==> src/rtl/wb_stream_reader_seq.sv <==
// Wishbone write-only master that programs the stream-reader cfg block once per ring buffer,
// waits for its done irq (or a watchdog), acknowledges it and advances around the ring.
module wb_stream_reader_seq #(
  parameter int unsigned WB_AW = 32,
  parameter int unsigned WB_DW = 32,
  parameter int unsigned IDX_W = 4,
  parameter int unsigned TMO_W = 24
) (
  input  logic               wb_clk_i,
  input  logic               wb_rst_ni,
  input  logic               go_i,
  input  logic               stop_i,
  input  logic [WB_AW-1:0]   ring_base_i,
  input  logic [WB_AW-1:0]   buf_stride_i,
  input  logic [IDX_W-1:0]   num_bufs_i,
  input  logic [WB_AW-1:0]   buf_size_i,
  input  logic [WB_AW-1:0]   burst_size_i,
  input  logic [TMO_W-1:0]   timeout_i,
  input  logic               rdr_irq_i,
  output logic [4:0]         wbm_adr_o,
  output logic [WB_DW-1:0]   wbm_dat_o,
  output logic [WB_DW/8-1:0] wbm_sel_o,
  output logic               wbm_we_o,
  output logic               wbm_cyc_o,
  output logic               wbm_stb_o,
  input  logic               wbm_ack_i,
  output logic               running_o,
  output logic [IDX_W-1:0]   cur_idx_o,
  output logic               frame_done_o,
  output logic [31:0]        frame_cnt_o,
  output logic               timeout_err_o
);

  typedef enum logic [2:0] {
    StIdle, StWrBsz, StWrBurst, StWrAdr, StWrEn, StWait, StWrClr, StWrRst
  } state_e;

  state_e             state_q;
  logic               cyc_q;
  logic [4:0]         adr_q;
  logic [WB_DW-1:0]   dat_q;
  logic [WB_AW-1:0]   base_q, stride_q, bsz_q, burst_q, addr_q;
  logic [IDX_W-1:0]   last_q, idx_q;
  logic [TMO_W-1:0]   wdog_q;
  logic               wdog_en_q, stop_q, done_q, terr_q;
  logic [31:0]        cnt_q;

  logic [4:0]         wr_adr;
  logic [WB_DW-1:0]   wr_dat;
  state_e             wr_next;

  // Register address, data and successor for the write owned by the current state.
  always_comb begin
    wr_adr  = 5'h00;
    wr_dat  = '0;
    wr_next = StIdle;
    unique case (state_q)
      StWrBsz:   begin wr_adr = 5'h08; wr_dat = WB_DW'(bsz_q);   wr_next = StWrBurst; end
      StWrBurst: begin wr_adr = 5'h0C; wr_dat = WB_DW'(burst_q); wr_next = StWrAdr;   end
      StWrAdr:   begin wr_adr = 5'h04; wr_dat = WB_DW'(addr_q);  wr_next = StWrEn;    end
      StWrEn:    begin wr_adr = 5'h00; wr_dat = WB_DW'(3);       wr_next = StWait;    end
      StWrClr: begin
        wr_adr  = 5'h00;
        wr_dat  = WB_DW'(2);
        wr_next = (stop_q || stop_i) ? StIdle : StWrAdr;
      end
      StWrRst:   begin wr_adr = 5'h00; wr_dat = WB_DW'(4);       wr_next = StIdle;    end
      default: ;
    endcase
  end

  always_ff @(posedge wb_clk_i or negedge wb_rst_ni) begin
    if (!wb_rst_ni) begin
      state_q   <= StIdle;
      cyc_q     <= 1'b0;
      adr_q     <= '0;
      dat_q     <= '0;
      base_q    <= '0;
      stride_q  <= '0;
      bsz_q     <= '0;
      burst_q   <= '0;
      addr_q    <= '0;
      last_q    <= '0;
      idx_q     <= '0;
      wdog_q    <= '0;
      wdog_en_q <= 1'b0;
      stop_q    <= 1'b0;
      done_q    <= 1'b0;
      terr_q    <= 1'b0;
      cnt_q     <= '0;
    end else begin
      done_q <= 1'b0;
      if (state_q != StIdle && stop_i) stop_q <= 1'b1;
      case (state_q)
        StIdle: begin
          if (go_i && !stop_i) begin
            base_q   <= ring_base_i;
            stride_q <= buf_stride_i;
            bsz_q    <= buf_size_i;
            burst_q  <= burst_size_i;
            last_q   <= (num_bufs_i == '0) ? '0 : num_bufs_i - IDX_W'(1);
            addr_q   <= ring_base_i;
            idx_q    <= '0;
            cnt_q    <= '0;
            terr_q   <= 1'b0;
            state_q  <= StWrBsz;
          end
        end
        StWait: begin
          // A simultaneous irq beats watchdog expiry.
          if (rdr_irq_i) begin
            state_q <= StWrClr;
          end else if (wdog_en_q) begin
            if (wdog_q == TMO_W'(1)) state_q <= StWrRst;
            else                     wdog_q  <= wdog_q - TMO_W'(1);
          end
        end
        default: begin
          // Entering a write state leaves cyc low for one cycle: the mandatory idle gap.
          if (!cyc_q) begin
            cyc_q <= 1'b1;
            adr_q <= wr_adr;
            dat_q <= wr_dat;
          end else if (wbm_ack_i) begin
            cyc_q   <= 1'b0;
            state_q <= wr_next;
            if (state_q == StWrEn) begin
              wdog_q    <= timeout_i;
              wdog_en_q <= (timeout_i != '0);
            end
            if (state_q == StWrClr) begin
              done_q <= 1'b1;
              cnt_q  <= cnt_q + 32'd1;
              if (idx_q == last_q) begin
                idx_q  <= '0;
                addr_q <= base_q;
              end else begin
                idx_q  <= idx_q + IDX_W'(1);
                addr_q <= addr_q + stride_q;
              end
              if (stop_q || stop_i) stop_q <= 1'b0;
            end
            if (state_q == StWrRst) begin
              terr_q <= 1'b1;
              stop_q <= 1'b0;
            end
          end
        end
      endcase
    end
  end

  assign wbm_adr_o     = adr_q;
  assign wbm_dat_o     = dat_q;
  assign wbm_sel_o     = {(WB_DW/8){cyc_q}};
  assign wbm_we_o      = cyc_q;
  assign wbm_cyc_o     = cyc_q;
  assign wbm_stb_o     = cyc_q;
  assign running_o     = (state_q != StIdle);
  assign cur_idx_o     = idx_q;
  assign frame_done_o  = done_q;
  assign frame_cnt_o   = cnt_q;
  assign timeout_err_o = terr_q;

endmodule

==> config.mk <==
export PLATFORM = sky130hd
export DESIGN_NAME = wb_stream_reader_seq
export DESIGN_NICKNAME = d
export VERILOG_FILES = /design/src/rtl/wb_stream_reader_seq.sv
export SDC_FILE = /design/constraint.sdc
export NUM_CORES = 1
export LEC_CHECK = 0
export ABC_AREA = 0
export CORE_UTILIZATION = 40
export DETAILED_ROUTE_END_ITERATION = 10
export DONT_BUFFER_PORTS = 1
export GPL_TIMING_DRIVEN = 0
export PLACE_DENSITY = 0.64
export SLEW_MARGIN = 5
export SYNTH_ARGS = -nofsm -noshare
export SYNTH_HDL_FRONTEND = slang
export SYNTH_SLANG_ARGS = --single-unit
export TNS_END_PERCENT = 20
==> constraint.sdc <==
create_clock -name wb_clk_i -period 6.75 [get_ports wb_clk_i]
set_clock_uncertainty 0.05 [all_clocks]
set_input_delay 1.35 -clock wb_clk_i [delete_from_list [all_inputs] [get_ports wb_clk_i]]
set_output_delay 1.35 -clock wb_clk_i [all_outputs]
set_load 0.05 [all_outputs]
# Word-level counts from Yosys, hierarchy flattened
# Cells that the tools add are included.
dict set report word_totals {
  regBits 269
  input_bits 162
  output_inout_bits 83
  word_cells 120
}
dict set report classes {
  addsub 5
  eq_ne 15
  mux 54
  bitwise_logic 4
  n_reduce_logical 25
}
# op n
set ops {}
lappend ops {{$mux 32} 9}
lappend ops {{$pmux 32 s6} 1}
lappend ops {{$mux 24} 6}
lappend ops {{$pmux 32 s2} 2}
lappend ops {{$pmux 24 s2} 1}
lappend ops {{$add 32x1->32 const B} 1}
lappend ops {{$add 32x32->32} 1}
lappend ops {{$eq 24x1->1 const B} 1}
lappend ops {{$mux 4} 6}
lappend ops {{$reduce_bool 24->1} 1}
lappend ops {{$sub 24x1->24 const B} 1}
lappend ops {{$mux 3} 6}
lappend ops {{$mux 1} 17}
lappend ops {{$pmux 3 s5} 1}
lappend ops {{$reduce_and 5->1} 3}
lappend ops {{$reduce_bool 2->1} 7}
lappend ops {{$eq 3x3->1 const B} 4}
lappend ops {{$pmux 4 s3} 1}
lappend ops {{$reduce_bool 3->1} 3}
lappend ops {{$ne 2x2->1 const B} 4}
lappend ops {{$pmux 4 s2} 1}
lappend ops {{$reduce_and 7->1} 1}
lappend ops {{$eq 3x2->1 const B} 2}
lappend ops {{$ne 3x3->1 const B} 2}
lappend ops {{other kinds (16)} 21}

# Logic depth before layout (Yosys ltp)
dict set report logic_depth {
  depth_word 9
  ltp_mapped 10
  ltp_nobuf 9
}

# Least setup slack after synthesis
# No wires, ideal clock.
dict set report synth_timing {
  path_type {register to output}
  from {reg state_q[2]}
  to {out running_o}
  arrival_ps 1808
  required_ps 5350
  slack_ps 3542
  path_stages_with_launch 7
  n_path_buf 4
  path_cell_list {dfrtp_1 -> clkbuf_1 -> nor3_1 -> clkbuf_1 -> clkinv_1 -> clkbuf_1 -> clkbuf_1}
}
dict set report synth_between {
  elab_chain_len 1
}
# item line
set synth_rtl {}
lappend synth_rtl {{start: declaration} 38} ;# state_e state_q;
lappend synth_rtl {{start signal: assignment} 74} ;# state_q <= StIdle;
lappend synth_rtl {{start signal: assignment} 106} ;# state_q <= StWrBsz;
lappend synth_rtl {{start signal: assignment} 112} ;# state_q <= StWrClr;
lappend synth_rtl {{$reduce_bool 3->1} 159} ;# assign running_o = (state_q != StIdle);
lappend synth_rtl {{end: declaration} 27} ;# output logic running_o,
# No other way between the ends.

# Worst setup path in the final report
# Ends and elaborated chain as after synthesis.

==> summary.md <==
| Metric | Value |
|---|---|
| Layout cells sized above 1 | 0.0485 |
| Critical Path End Type | primary output |
| Data arrival, critical path | 3.54 ns |
| Nature of the critical path startpoint | flip-flop |
| CP cell instances | clkbuf_1 > nor3_1 > clkbuf_1 > clkinv_1 > clkbuf_1 > clkbuf_1 |
| HP Class | reg2reg |
| Chip Width | 190 um |
| Synth Warn # | 0 |
| Worst Path Required | 5.35 ns |
| Max_cap viols | 0 |
| Final WL | 47,600 um |
| CTS tree | built |
| Distinct cells, synth | 70 |
| Register area share after synthesis | 0.471 |
| Leakage | 7.15 nW |
| DP HPWL | 35,500 um |
| Detailed-route via count | 12,500 |
| Power Density | 540 nW/um2 |
| Most common cell after layout, fill and taps aside | nand2_1 |
| IO Pins | 245 |
| Async SR Flop Fraction | 1.00 |
| Vias in the first global route | 12,200 |
| WL per Instance | 21.5 um |
| Slew Viols, Final | 0 |
| Avg Cell Area, Syn | 8.35 um2 |
| Row cnt | 68 |
| Mapped Cells | 1,693 |
| Number of port buffers | 0 |
| Final hold violations | 0 |
| Post-synthesis mux area share | 0.0249 |
| CTS sink cnt | 266 |
| DRT antenna net count | 0 |
| Compound-cell area share of the yosys netlist | 0.162 |
| First-pass GRT wire length | 72,500 um |
| Clock Path Buffers | 3 |
| Largest area contributor in the netlist | dfrtp_1 |
| Initial DRT Pass Iterations | 5 |
| Largest family of logic cells by synthesized area | simple AND/OR/NAND/NOR gates |
| Top cells by area, synth | dfrtp_1 (47%), nand2_1 (14%), a21oi_1 (4.7%) |
| Most common cell on crit path | clkbuf_1 |
| FF+latch count, synth | 266 |
| Die Area | 36,100 um2 |
| PostCTS Resize Cnt | 0 |
| Routability congestion estimate | 0.941 |
| Fmax achieved | 202 MHz |
| Commonest non-fill, non-tap cells in the layout | nand2_1 (511), dfrtp_1 (266), a21oi_1 (133) |
| Worst-Skew Late Latency | 0.58 ns |
| Final-stage net count | 1,925 |
| Initial antenna violation count | 11 |
| Simple-gate share of the synthesized area | 0.238 |
| Tcrit/Tclk final | 0.732 |
| Min Tclk post-route | 4.94 ns |
| Crit Path Category | reg2out |
| Final setup vio count | 0 |
| Setup Buffers After CTS | 0 |
| Worst rel slew slack | 0.0981 |
| GRT overflow | 0 |
| Highest cell delay on the worst timing path | 1.04 ns |
| Initial DRC Count | 967 |
| VDD IR max | 0.000293 V |
| Die height | 190 um |
| Synth Area in XOR/XNOR | 0.0328 |
| Area grow syn2layout | 11.7% |
| Total power | 0.00853 W |
| Worst-path maximum fanout | 10 |
| Slowest stage cell, crit path | clkbuf_1 |
| Reg clk slew, reported paths | 0.06 ns |
| Tot GR Track Use | 0.264 |
| Mapped cell area | 14,100 um2 |
| Starting Density | 0.408 |
| Clock Tree Root | clkbuf_16 |
| Outcome | complete, no violations |
| Largest net degree at the start of global routing | 267 |
| Final Worst Setup Slack | 1.81 ns |
| Main synth FF type | dfrtp_1 |
| Num CTS Buffers | 30 |
| RSZ-0062 raised after global routing | no |
| Setup tns final | 0 ns |
| EDFF count, synth | 0 |
| Hold Worst Slack | 0.422 ns |
| Synth top area share | 0.471 |
| Post-Synth Adder-Cell Area | 0.0324 |
| Worst-Margin Slew | 1.35 ns |
| H-tree Lvls | 1 |
| Core Footprint | 34,600 um2 |
| Pre-CTS setup slack | 2.42 ns |
| Via density | 5.63 |
| Remaining DRCs | 0 |
| # hold bufs at CTS | 0 |
==> critical path, delay by kind of cell (launching register included) <==
kind	cells	cell delay, ns
buf+inv	5	2.48
simple gates	1	0.14
flops	1	0.32
==> final cells by class <==
| cell class | instances | area (um2) |
|---|---|---|
| fill | 3408 | 18800 |
| multi-input combinational | 1301 | 6950 |
| sequential | 266 | 6660 |
| clock buffer | 46 | 902 |
| clock inverter | 10 | 153 |
| tap | 455 | 569 |
| antenna | 8 | 20.0 |
| buffer | 110 | 482 |
| inverter | 18 | 67.6 |
==> cells by family (layout without fill, tap and decap cells) <==
| group | count (synthesis) | after routing |
|---|---|---|
| simple gates | 798 | 798 |
| other cells | 1 | 11 |
| compound gates | 376 | 376 |
| buf+inv | 128 | 184 |
| xor+xnor | 53 | 53 |
| flops | 266 | 266 |
| fa+ha+maj | 36 | 36 |
| mux | 35 | 35 |
==> where the power goes <==
group / switching [W] / internal (W) / leakage (nW)
Sequential: 0.000845 / 0.00221 / 3.35
Combinational: 0.00240 / 0.00132 / 3.28
Clock: 0.000689 / 0.00107 / 0.518
Total: 0.00394 / 0.00460 / 7.15
==> Yosys cell counts (7+ instances only) <==
master    count
nor4_1       15
buf_1         7
o21ai_0      95
clkbuf_1     78
nand3_1      34
a211oi_1     10
a22oi_1      12
nand2_1     511
xnor2_1      28
xor2_1       25
mux2i_1      34
o31ai_1      34
buf_2        13
o221ai_1      7
inv_1        15
nor2_1      123
dfrtp_1     266
a21oi_1     133
a31oi_1      12
or3_1        25
nor3_1       33
ha_1         35
o211ai_1      8
a21o_1       13
buf_4        10
nand4_1      18
==> layer usage <==
layer	track usage	routed length, um	part of all wire	vias up
met1	0.352	20300	0.43	6050
met4	0.0909	1620	0.034	6
met5	0	43	0.00090	-
li1	-	-	-	5884
met2	0.406	21100	0.44	434
met3	0.0775	4600	0.097	83
==> final timing paths <==
kind                       slack (ns)  cells after the start          end   startpoint
max                              1.81                      6    running_o   state_q[2]
min                              0.42                      2  burst_q[29]  burst_q[29]
max reg2reg                      3.00                      8   addr_q[23]    wbm_cyc_o
min reg2reg                      0.42                      2  burst_q[29]  burst_q[29]
max in group asynchronous        5.78                      0   base_q[29]    wb_rst_ni
min in group asynchronous        0.44                      0    base_q[8]    wb_rst_ni
==> flip-flops by register name, indices dropped and copies added (netlist names), 2 cells and up <==
register and cells:
wdog_q 24, state_q 3, stride_q 32, frame_cnt_o 32
burst_q 32, base_q 32, addr_q 32, bsz_q 32
last_q 4, wbm_adr_o 2, cur_idx_o 4, wbm_dat_o 32
==> stage by stage <==
| step | utilization | instance area [um2] | std cells |
|---|---|---|---|
| after floorplan | - | 14200 | 1695 |
| after global placement | 0.425 | 14700 | 2150 |
| after detailed placement | 0.425 | 14700 | 2150 |
| after CTS | 0.456 | 15800 | 2206 |
| after global routing | 0.456 | 15800 | 2209 |
| final | 0.456 | 15800 | 2214 |
Note: power is estimated with default switching activity, not from simulation.
